File: config.mk
export PLATFORM = sky130hd
export DESIGN_NAME = data_bus_ctrl_flat
export DESIGN_NICKNAME = d
export VERILOG_FILES = /design/src/rtl/data_bus_ctrl_if.sv /design/src/rtl/data_bus_ctrl.sv /design/src/flat_wrapper.sv
export SDC_FILE = /design/constraint.sdc
export NUM_CORES = 2
export LEC_CHECK = 0
export CELL_PAD_IN_SITES_DETAIL_PLACEMENT = 0
export CELL_PAD_IN_SITES_GLOBAL_PLACEMENT = 2
export CORE_AREA = 2 2 508 510
export CTS_CLUSTER_SIZE = 16
export DETAILED_ROUTE_END_ITERATION = 16
export DIE_AREA = 0 0 510 512
export GPL_ROUTABILITY_DRIVEN = 0
export GPL_TIMING_DRIVEN = 1
export PLACE_DENSITY_LB_ADDON = 0.1
export RECOVER_POWER = 100
export SETUP_SLACK_MARGIN = 0.02
export SLEW_MARGIN = 10
export SYNTH_ARGS = -nofsm -noshare
export SYNTH_HDL_FRONTEND = slang
export SYNTH_SLANG_ARGS = --single-unit
File: constraint.sdc
create_clock -name clk -period 2.4 [get_ports clk]
set_input_delay 0.48 -clock clk [delete_from_list [all_inputs] [get_ports clk]]
set_output_delay 0.48 -clock clk [all_outputs]
set_load 0.01 [all_outputs]
File: src/rtl/data_bus_ctrl_if.sv
// Core data-access bus and external peripheral port of data_bus_ctrl.
// Handshake: the core holds mem_req/mem_we/data_address/data_out stable while stall_proc is high; io_req (with io_we/io_addr/io_wdata) stays asserted until an enabled cycle samples io_ack.
interface data_bus_ctrl_if;
  logic       mem_req;
  logic       mem_we;
  logic [7:0] data_address;
  logic [7:0] data_out;
  logic [7:0] data_in;
  logic       stall_proc;
  logic       io_req;
  logic       io_we;
  logic [3:0] io_addr;
  logic [7:0] io_wdata;
  logic [7:0] io_rdata;
  logic       io_ack;
  logic       io_err;

  modport master (
    output mem_req, mem_we, data_address, data_out, io_rdata, io_ack,
    input  data_in, stall_proc, io_req, io_we, io_addr, io_wdata, io_err
  );

  modport slave (
    input  mem_req, mem_we, data_address, data_out, io_rdata, io_ack,
    output data_in, stall_proc, io_req, io_we, io_addr, io_wdata, io_err
  );
endinterface

File: src/rtl/data_bus_ctrl.sv
// Data-side controller: 1-cycle RAM and LFSR accesses, stalled req/ack forwarding of high-page I/O.
// Optional macro IO_TIMEOUT_EN adds an I/O abort counter and the sticky io_err flag.
module data_bus_ctrl #(
  parameter int         RAM_DEPTH = 240,
  parameter logic [7:0] RNG_ADDR  = 8'hFE,
  parameter logic [7:0] RNG_SEED  = 8'hA5
`ifdef IO_TIMEOUT_EN
  , parameter int       TIMEOUT_CYCLES = 16
`endif
) (
  input  logic           clk,
  input  logic           rst_n,
  input  logic           clk_en,
  data_bus_ctrl_if.slave bus,
  output logic [1:0]     dbg_state_o
);
  typedef enum logic [1:0] {IDLE = 2'd0, IO_WAIT = 2'd1, IO_DONE = 2'd2} state_t;

  localparam logic [8:0] RAM_LIMIT = 9'(RAM_DEPTH);

  state_t     state_q;
  logic [7:0] data_in_q;
  logic [7:0] lfsr_q;
  logic [7:0] lfsr_d;
  logic       io_req_q;
  logic       io_we_q;
  logic [3:0] io_addr_q;
  logic [7:0] io_wdata_q;
  logic [7:0] ram_q [RAM_DEPTH];

  logic ram_hit;
  logic rng_hit;
  logic io_hit;
  logic idle_acc;

`ifdef IO_TIMEOUT_EN
  localparam int CW = $clog2(TIMEOUT_CYCLES + 1);
  logic [CW-1:0] tmo_cnt_q;
  logic          io_err_q;
  logic          tmo_hit;
  assign tmo_hit    = (tmo_cnt_q == CW'(TIMEOUT_CYCLES - 1));
  assign bus.io_err = io_err_q;
`else
  assign bus.io_err = 1'b0;
`endif

  always_comb begin
    ram_hit  = ({1'b0, bus.data_address} < RAM_LIMIT);
    rng_hit  = (bus.data_address == RNG_ADDR);
    io_hit   = (bus.data_address >= 8'hF0) && !rng_hit;
    idle_acc = (state_q == IDLE) && bus.mem_req;
    // Free-running shift; a core write replaces the shift on the same edge.
    lfsr_d   = {lfsr_q[6:0], ^(lfsr_q & 8'hB8)};
    if (idle_acc && bus.mem_we && rng_hit) begin
      lfsr_d = (bus.data_out == 8'h00) ? RNG_SEED : bus.data_out;
    end
  end

  always_ff @(posedge clk or negedge rst_n) begin
    if (!rst_n) begin
      state_q    <= IDLE;
      data_in_q  <= 8'h00;
      lfsr_q     <= RNG_SEED;
      io_req_q   <= 1'b0;
      io_we_q    <= 1'b0;
      io_addr_q  <= 4'h0;
      io_wdata_q <= 8'h00;
`ifdef IO_TIMEOUT_EN
      tmo_cnt_q  <= '0;
      io_err_q   <= 1'b0;
`endif
    end else if (clk_en) begin
      lfsr_q <= lfsr_d;
      case (state_q)
        IDLE: begin
          if (bus.mem_req) begin
            if (io_hit) begin
              state_q    <= IO_WAIT;
              io_req_q   <= 1'b1;
              io_we_q    <= bus.mem_we;
              io_addr_q  <= bus.data_address[3:0];
              io_wdata_q <= bus.data_out;
`ifdef IO_TIMEOUT_EN
              tmo_cnt_q  <= '0;
`endif
            end else if (!bus.mem_we) begin
              if (ram_hit)      data_in_q <= ram_q[bus.data_address];
              else if (rng_hit) data_in_q <= lfsr_q;
              else              data_in_q <= 8'h00;
            end
          end
        end
        IO_WAIT: begin
          // An ack coinciding with the timeout takes priority.
          if (bus.io_ack) begin
            if (!io_we_q) data_in_q <= bus.io_rdata;
            io_req_q <= 1'b0;
            state_q  <= IO_DONE;
          end
`ifdef IO_TIMEOUT_EN
          else if (tmo_hit) begin
            if (!io_we_q) data_in_q <= 8'h00;
            io_req_q <= 1'b0;
            io_err_q <= 1'b1;
            state_q  <= IO_DONE;
          end else begin
            tmo_cnt_q <= tmo_cnt_q + 1'b1;
          end
`endif
        end
        IO_DONE: state_q <= IDLE;
        default: state_q <= IDLE;
      endcase
    end
  end

  // RAM has no reset; only accepted IDLE writes land.
  always_ff @(posedge clk) begin
    if (rst_n && clk_en && idle_acc && bus.mem_we && ram_hit) begin
      ram_q[bus.data_address] <= bus.data_out;
    end
  end

  assign bus.data_in    = data_in_q;
  assign bus.stall_proc = (state_q == IO_WAIT) || (idle_acc && io_hit);
  assign bus.io_req     = io_req_q;
  assign bus.io_we      = io_we_q;
  assign bus.io_addr    = io_addr_q;
  assign bus.io_wdata   = io_wdata_q;
  assign dbg_state_o    = state_q;
endmodule

File: src/flat_wrapper.sv
// flat-port wrapper written by rule: the top's interface ports become plain ports
module data_bus_ctrl_flat 
#(
  parameter int         RAM_DEPTH = 240,
  parameter logic [7:0] RNG_ADDR  = 8'hFE,
  parameter logic [7:0] RNG_SEED  = 8'hA5

)
  (clk, rst_n, clk_en, dbg_state_o, bus_mem_req, bus_mem_we, bus_data_address, bus_data_out, bus_io_rdata, bus_io_ack, bus_data_in, bus_stall_proc, bus_io_req, bus_io_we, bus_io_addr, bus_io_wdata, bus_io_err);
  data_bus_ctrl_if bus_i ();
  input  logic clk;
  input  logic rst_n;
  input  logic clk_en;
  output logic [1:0] dbg_state_o;
  input wire logic [$bits(bus_i.mem_req)-1:0] bus_mem_req;
  input wire logic [$bits(bus_i.mem_we)-1:0] bus_mem_we;
  input wire logic [$bits(bus_i.data_address)-1:0] bus_data_address;
  input wire logic [$bits(bus_i.data_out)-1:0] bus_data_out;
  input wire logic [$bits(bus_i.io_rdata)-1:0] bus_io_rdata;
  input wire logic [$bits(bus_i.io_ack)-1:0] bus_io_ack;
  output wire logic [$bits(bus_i.data_in)-1:0] bus_data_in;
  output wire logic [$bits(bus_i.stall_proc)-1:0] bus_stall_proc;
  output wire logic [$bits(bus_i.io_req)-1:0] bus_io_req;
  output wire logic [$bits(bus_i.io_we)-1:0] bus_io_we;
  output wire logic [$bits(bus_i.io_addr)-1:0] bus_io_addr;
  output wire logic [$bits(bus_i.io_wdata)-1:0] bus_io_wdata;
  output wire logic [$bits(bus_i.io_err)-1:0] bus_io_err;
  assign bus_i.mem_req = bus_mem_req;
  assign bus_i.mem_we = bus_mem_we;
  assign bus_i.data_address = bus_data_address;
  assign bus_i.data_out = bus_data_out;
  assign bus_i.io_rdata = bus_io_rdata;
  assign bus_i.io_ack = bus_io_ack;
  assign bus_data_in = bus_i.data_in;
  assign bus_stall_proc = bus_i.stall_proc;
  assign bus_io_req = bus_i.io_req;
  assign bus_io_we = bus_i.io_we;
  assign bus_io_addr = bus_i.io_addr;
  assign bus_io_wdata = bus_i.io_wdata;
  assign bus_io_err = bus_i.io_err;
  data_bus_ctrl #(.RAM_DEPTH(RAM_DEPTH), .RNG_ADDR(RNG_ADDR), .RNG_SEED(RNG_SEED)) u_core (.clk(clk), .rst_n(rst_n), .clk_en(clk_en), .bus(bus_i), .dbg_state_o(dbg_state_o));
endmodule
Word level (Yosys, flattened, before mapping)
Memory sizes are Yosys's and may differ from the RTL's.
Cells that the tools add are included.
{ "classes": {"n_lt_le_gt_ge": 2, "n_eq_ne": 8, "muxes": 20, "reduce_logical": 19} }
{ "ops": {"columns": ["cell", "count"], "rows": [
  ["two-way mux 8 bit", 9],
  ["one-hot mux 8 bit (2 select lines)", 1],
  ["!= test 2 bit (second input constant)", 5],
  ["logical AND 1 bit", 9],
  ["== test 8 bit (second input constant)", 1],
  [">= comparator 8 bit (second input constant)", 1],
  ["logical NOT 8 bit", 1],
  ["< comparator 8 bit (second input constant)", 1],
  ["AND reduction 4 bit", 2],
  ["XOR reduction 8 bit", 1],
  ["AND reduction 7 bit", 1],
  ["two-way mux 2 bit", 3],
  ["two-way mux 1 bit", 5],
  ["AND reduction 5 bit", 1],
  ["one-hot mux 2 bit (2 select lines)", 1],
  ["== test 2 x 1 -> 1 bit (second input constant)", 1],
  ["logical NOT 2 bit", 1],
  ["!= test 2 x 1 -> 1 bit (second input constant)", 1],
  ["one-hot mux 1 bit (2 select lines)", 1],
  ["nonzero test 2 bit", 1],
  ["logical NOT 1 bit", 1],
  ["logical OR 1 bit", 1]
]} }
{ "totals": {"register_bits": 32, "ramBits": 1920, "in_bits": 30, "out_inout_bits": 26, "word_cells": 57, "mem_count": 1} }
{ "memory_table": {"columns": ["memory", "words", "word_bits", "rd", "rd_ports_with_merged_regs", "write_ports", "line_no", "rtl"], "rows": [
  ["u_core.ram_q", 240, 8, 1, 0, 1, "data_bus_ctrl.sv:29", "logic [7:0] ram_q [RAM_DEPTH];"]
]} }

Longest topological paths before layout
{ "depth": {"word_depth": 7, "ltp_mapped": 13, "depth_no_buf": 7} }

Worst setup path after synthesis
OpenSTA, ideal clock, no wires.
{ "synth_timing": {"kind": "input -> register", "startpoint": "input port bus_data_address[1]", "endpoint": "memory u_core.ram_q[102][0] (enable)", "arrival_ns": 2.607, "slack_ns": -0.578, "path_stages": 10, "path_buffers": 7, "cell_sequence": "buf_2 -> buf_4 -> buf_4 -> buf_4 -> buf_2 -> buf_2 -> nor2b_1 -> nand2_1 -> clkbuf_1 -> nor2_1"} }
{ "synth_via": {"elab_chain_cells": 4} }
{ "synth_lines": {"columns": ["element", "line_no", "rtl"], "rows": [
  ["from (decl)", "flat_wrapper.sv:17", "input wire logic [$bits(bus_i.data_address)-1:0] bus_data_address;"],
  ["< comparator 8 bit", "data_bus_ctrl.sv:48", "ram_hit = ({1'b0, bus.data_address} < RAM_LIMIT);"],
  ["logical AND 1 bit", "data_bus_ctrl.sv:119", "if (rst_n && clk_en && idle_acc && bus.mem_we && ram_hit) begin"],
  ["two-way mux 1 bit", "data_bus_ctrl.sv:119", null],
  ["two-way mux 1 bit (implied by the code)", "data_bus_ctrl.sv:120", "ram_q[bus.data_address] <= bus.data_out;"],
  ["to (decl)", "data_bus_ctrl.sv:29", null]
]} }
Several ways; a longest one is shown, not always the timed one.

Worst setup path in the final report
{ "layout_timing": {"startpoint": "input port bus_data_address[1]", "endpoint": "register u_core.data_in_q[0], in the netlist u_core.bus.data_in[0]"} }
{ "layout_via": {"elab_chain_cells": 7} }
{ "layout_lines": {"columns": ["element", "line_no", "rtl"], "rows": [
  ["parallel branches: the longest is 7 deep, another holds memory read (240 x 8 bit)", null, null],
  ["to (signal assigned)", "data_bus_ctrl.sv:87", "if (ram_hit) data_in_q <= ram_q[bus.data_address];"],
  ["to (signal assigned)", "data_bus_ctrl.sv:88", "else if (rng_hit) data_in_q <= lfsr_q;"],
  ["to (signal assigned)", "data_bus_ctrl.sv:96", "if (!io_we_q) data_in_q <= bus.io_rdata;"],
  ["to (decl)", "data_bus_ctrl.sv:22", "logic [7:0] data_in_q;"]
]} }
Parallel ways; which one is timed is not known. The select of a mux whose other input is x is not followed.
A chain may end at the register's enable or synchronous reset.

==> run_results.csv <==
group,metric,value,unit
outcome,status,"finished, violations left",
outcome,violations,"max-capacitance violations, max-slew violations, negative setup slack",
floorplanning,core,256000,um2
pwr,p_comb_frac,0.071,
worst_setup_path,r2r-end,"u_core.bus.data_in[0]$_DFFE_PN0P_",
global_route,grt_pass1_wl,359000,um
detailed_routing,drcViolationCount,0,
detailed_routing,drt_first_pass_iters,5,
clock_network,numCtsBuffers,217,
floorplanning,start_util,0.299,
placed_design,dp_slack,-1810,ps
floorplanning,die_h,512,um
synth,syn_area,76500,um2
global_route,antenna_found_initial,17,
clock_network,cts.root.buffer_cell,"clkbuf_16",
min_path,min_path_type,"in2reg",
sta,worst_slack,-177,ps
sta,maxSlewViolCount,766,
sta,max_slew_margin,-0.621,
synth,ys_ff_latch,1952,
cells_and_area,final_area,101000,um2
placed_design,port_buffers,54,
pwr,clkPwrFrac,0.432,
min_path,whs_path_depth,4,
pwr,sequentialPowerShare,0.497,
pwr,p_leak,32.8,nW
floorplanning,die_x,510,um
synth,synth-edff-count,1920,
detailed_routing,vias_per_cell,4.94,
placed_design,dp_hpwl,176000,um
sta,post-route-min-period,2580,ps
floorplanning,dieArea,261000,um2
detailed_routing,post_drt_wl_per_cell,31.5,um
synth,ys.flop_type,"edfxtp_1",
clock_network,worst_skew_pair.late_latency,860,ps
sta,finalHoldViolCount,0,
cells_and_area,nets,4784,
pwr,intPower,58.7,mW
worst_setup_path,reg2reg_slack,-150,ps
cells_and_area,layout-drive-gt1-share,0.428,
floorplanning,io_pins,56,
global_route,grt_overflow,0,
worst_setup_path,reg2reg_from,"u_core.ram_q[119][0]$_DFFE_PP_",
cells_and_area,regArea,58500,um2
worst_setup_path,reg2regPathDepth,7,
synth,yosysWarnings,0,
worst_setup_path,crit_type,"in2reg",
cells_and_area,fin_cells,8318,
worst_setup_path,cp_max_fo,24,
sta,setup_violations,704,
worst_setup_path,end_kind,"flop",
detailed_routing,route.vias.total,41100,
clock_network,cts_tree,"built",
placed_design,placedCellCount,7880,
pwr,switching_share,0.228,
synth,synth_area_per_cell,20.5,um2
pwr,power_density,753,nW/um2
clock_network,clockBufferDepth,3,
synth,synth_cells,3728,
global_route,grt_pass1_vias,42700,
sta,fin_setup_tns,-25300,ps
floorplanning,fp-row-count,186,
sta,skew,53.6,ps
worst_setup_path,arrival,3310,ps
pwr,p_switching,17.4,mW
cells_and_area,area_growth,32.0,%
pwr,ir_drop,0.000715,V
clock_network,cts_max_level,4,
synth,syn-num-nets,3758,
placed_design,placed_cell_area,91700,um2
detailed_routing,drt_iter0_drc,3499,
clock_network,cts.clk_slew.worst_paths,60,ps
synth,synthArstFlopShare,0.0164,
job,cap_violations,5,
sta,min_period_over_period,1.07,
worst_setup_path,cp.required,3130,ps
synth,ys_seq_area_frac,0.764,
worst_setup_path,start_kind,"input pin",
global_route,grt_max_degree,185,
sta,tightest_slew,2430,ps
synth,synth_cell_types,73,
min_path,hp-start,"bus_io_ack",
cells_and_area,multi_input_area,19200,um2
sta,rsz0062_at_grt,"true",
cells_and_area,n_fill_cell,23100,
detailed_routing,wl,262000,um
sta,fmax,388,MHz
min_path,min_to,"u_core.dbg_state_o[0]$_DFFE_PN0P_",
detailed_routing,drtAntennaViolNets,0,
global_route,track_usage,0.200,
clock_network,cts_num_sinks,1952,
## flip-flops by register name, summed over array words and instances, names as in the netlist
| name | flops |
|---|---|
| u_core.bus.io_we | 1 |
| u_core.dbg_state_o | 2 |
| u_core.bus.data_in | 8 |
| u_core.lfsr_q | 8 |
| u_core.ram_q | 1920 |
| u_core.bus.io_wdata | 8 |
| u_core.bus.io_req | 1 |
| u_core.bus.io_addr | 4 |
## final cells by class
class                           instances  share of cell area
Antenna cell                            2           0.0000496
Clock buffer                          264              0.0557
Sequential cell                      1952               0.579
Timing Repair Buffer                 1034               0.120
Tap cell                             3384              0.0419
Multi-Input combinational cell       1540               0.190
Clock inverter                        133              0.0132
Inverter                                9            0.000335
## through the flow
step                      utilization  hold slack [ps]  power (mW)
after floorplan                     -              184        40.5
after CTS                       0.392             58.8        77.0
after global placement          0.358              487        43.8
final                           0.395              323        76.1
after detailed placement        0.358              498        43.8
after global routing            0.395              333        78.6
## power by group through the flow
stage	logic [mW]	registers [mW]	clock network [mW]
6_report	5.37	37.8	32.9
5_1_grt	5.67	37.8	35.1
4_1_cts	5.48	37.8	33.7
3_5_place_dp	5.30	38.5	0
3_3_place_gp	5.29	38.5	0
2_1_floorplan	2.04	38.4	0
## logic make-up (layout without fill, tap and decap cells)
kind of cell           after synthesis  in the layout  share of synthesized area
buffers and inverters              236           1440                     0.0175
AO/OA/AOI/OAI                      343            343                     0.0306
flip-flops                        1952           1952                      0.764
XOR/XNOR                             3              3                   0.000344
multiplexers                       632            632                      0.155
AND/OR/NAND/NOR                    561            561                     0.0326
other                                1              3                  0.0000490
## critical path, cell delays in order
cell and delay (ps):
buf_16 190, buf_12 220, buf_12 220, buf_4 180, mux2_2 330, o21ai_0 410
o221ai_1 380, nor4b_4 560, buf_4 200, o41ai_2 60
## metal layers
metal  global-route usage  up-vias  routed length [um]  part of all wire
li1                     -    17600                   -                 -
met1                0.279    22300              118000              0.45
met2                0.321      917              126000              0.48
met3               0.0380      298               12500             0.048
met4               0.0464        6                5790             0.022
met5                    0        -                  46           0.00018
## layout by cell type (no fill, tap or decap), drive strengths merged, types with 5 or more instances in the layout
cell type	count
edfxtp	1920
buf	949
mux4	433
clkbuf	308
nor2	307
mux2i	141
clkinv	104
nand2	89
a22oi	85
a21oi	66
mux2	58
nand3	51
o21ai	43
o22ai	30
clkdlybuf4s50	28
dfrtp	28
nor2b	26
bufinv	21
a31oi	18
nand4	16
a211oi	15
a221oi	15
and3	14
inv	14
o211ai	12
nand2b	10
nor3	10
and2	9
a22o	8
dlygate4sd2	8
a2111oi	8
o221ai	7
nor3b	5
o31ai	5
## cell usage after synthesis, types with 9 or more instances
cell | n | area [um2]
a211oi_1 | 15 | 113
a21oi_1 | 66 | 330
a221oi_1 | 15 | 131
a22oi_1 | 85 | 638
a31oi_1 | 18 | 113
and3_1 | 14 | 87.6
buf_1 | 13 | 48.8
buf_2 | 68 | 340
buf_4 | 46 | 345
buf_6 | 16 | 180
clkbuf_1 | 79 | 297
dfrtp_1 | 28 | 701
edfxtp_1 | 1920 | 57700
inv_1 | 9 | 33.8
mux2_2 | 58 | 653
mux2i_1 | 141 | 1410
mux4_2 | 433 | 9750
nand2_1 | 88 | 330
nand2b_1 | 10 | 62.6
nand3_1 | 51 | 255
nand4_1 | 16 | 100
nor2_1 | 307 | 1150
nor2b_1 | 26 | 163
nor3_1 | 10 | 50.1
o211ai_1 | 12 | 90.1
o21ai_0 | 38 | 190
o22ai_1 | 30 | 188
## worst max-delay path by stage
stage,slack (ps),to,startpoint,cells past startpoint
CTS,-190,u_core.ram_q[225][1]$_DFFE_PP_,u_core.dbg_state_o[0]$_DFFE_PN0P_,10
global route,-200,u_core.ram_q[239][6]$_DFFE_PP_,u_core.dbg_state_o[0]$_DFFE_PN0P_,11
floorplan,-360,u_core.ram_q[81][0]$_DFFE_PP_,bus_data_address[0],11
detailed placement,-1810,u_core.bus.data_in[0]$_DFFE_PN0P_,bus_data_address[0],10
global placement,-1830,u_core.bus.data_in[0]$_DFFE_PN0P_,bus_data_address[0],10
finish,-180,u_core.bus.data_in[0]$_DFFE_PN0P_,bus_data_address[1],10
## timing repair
action / CTS / global route
pin swaps: 55 / 29
setup buffers: 20 / 10
hold endpoints to repair: 65 / 0
cloned: 7 / 5
hold buffers: 4 / 0
setup endpoints to repair: 1614 / 1411
gates resized for setup: 271 / 211
(Power assumes the default switching activity.)
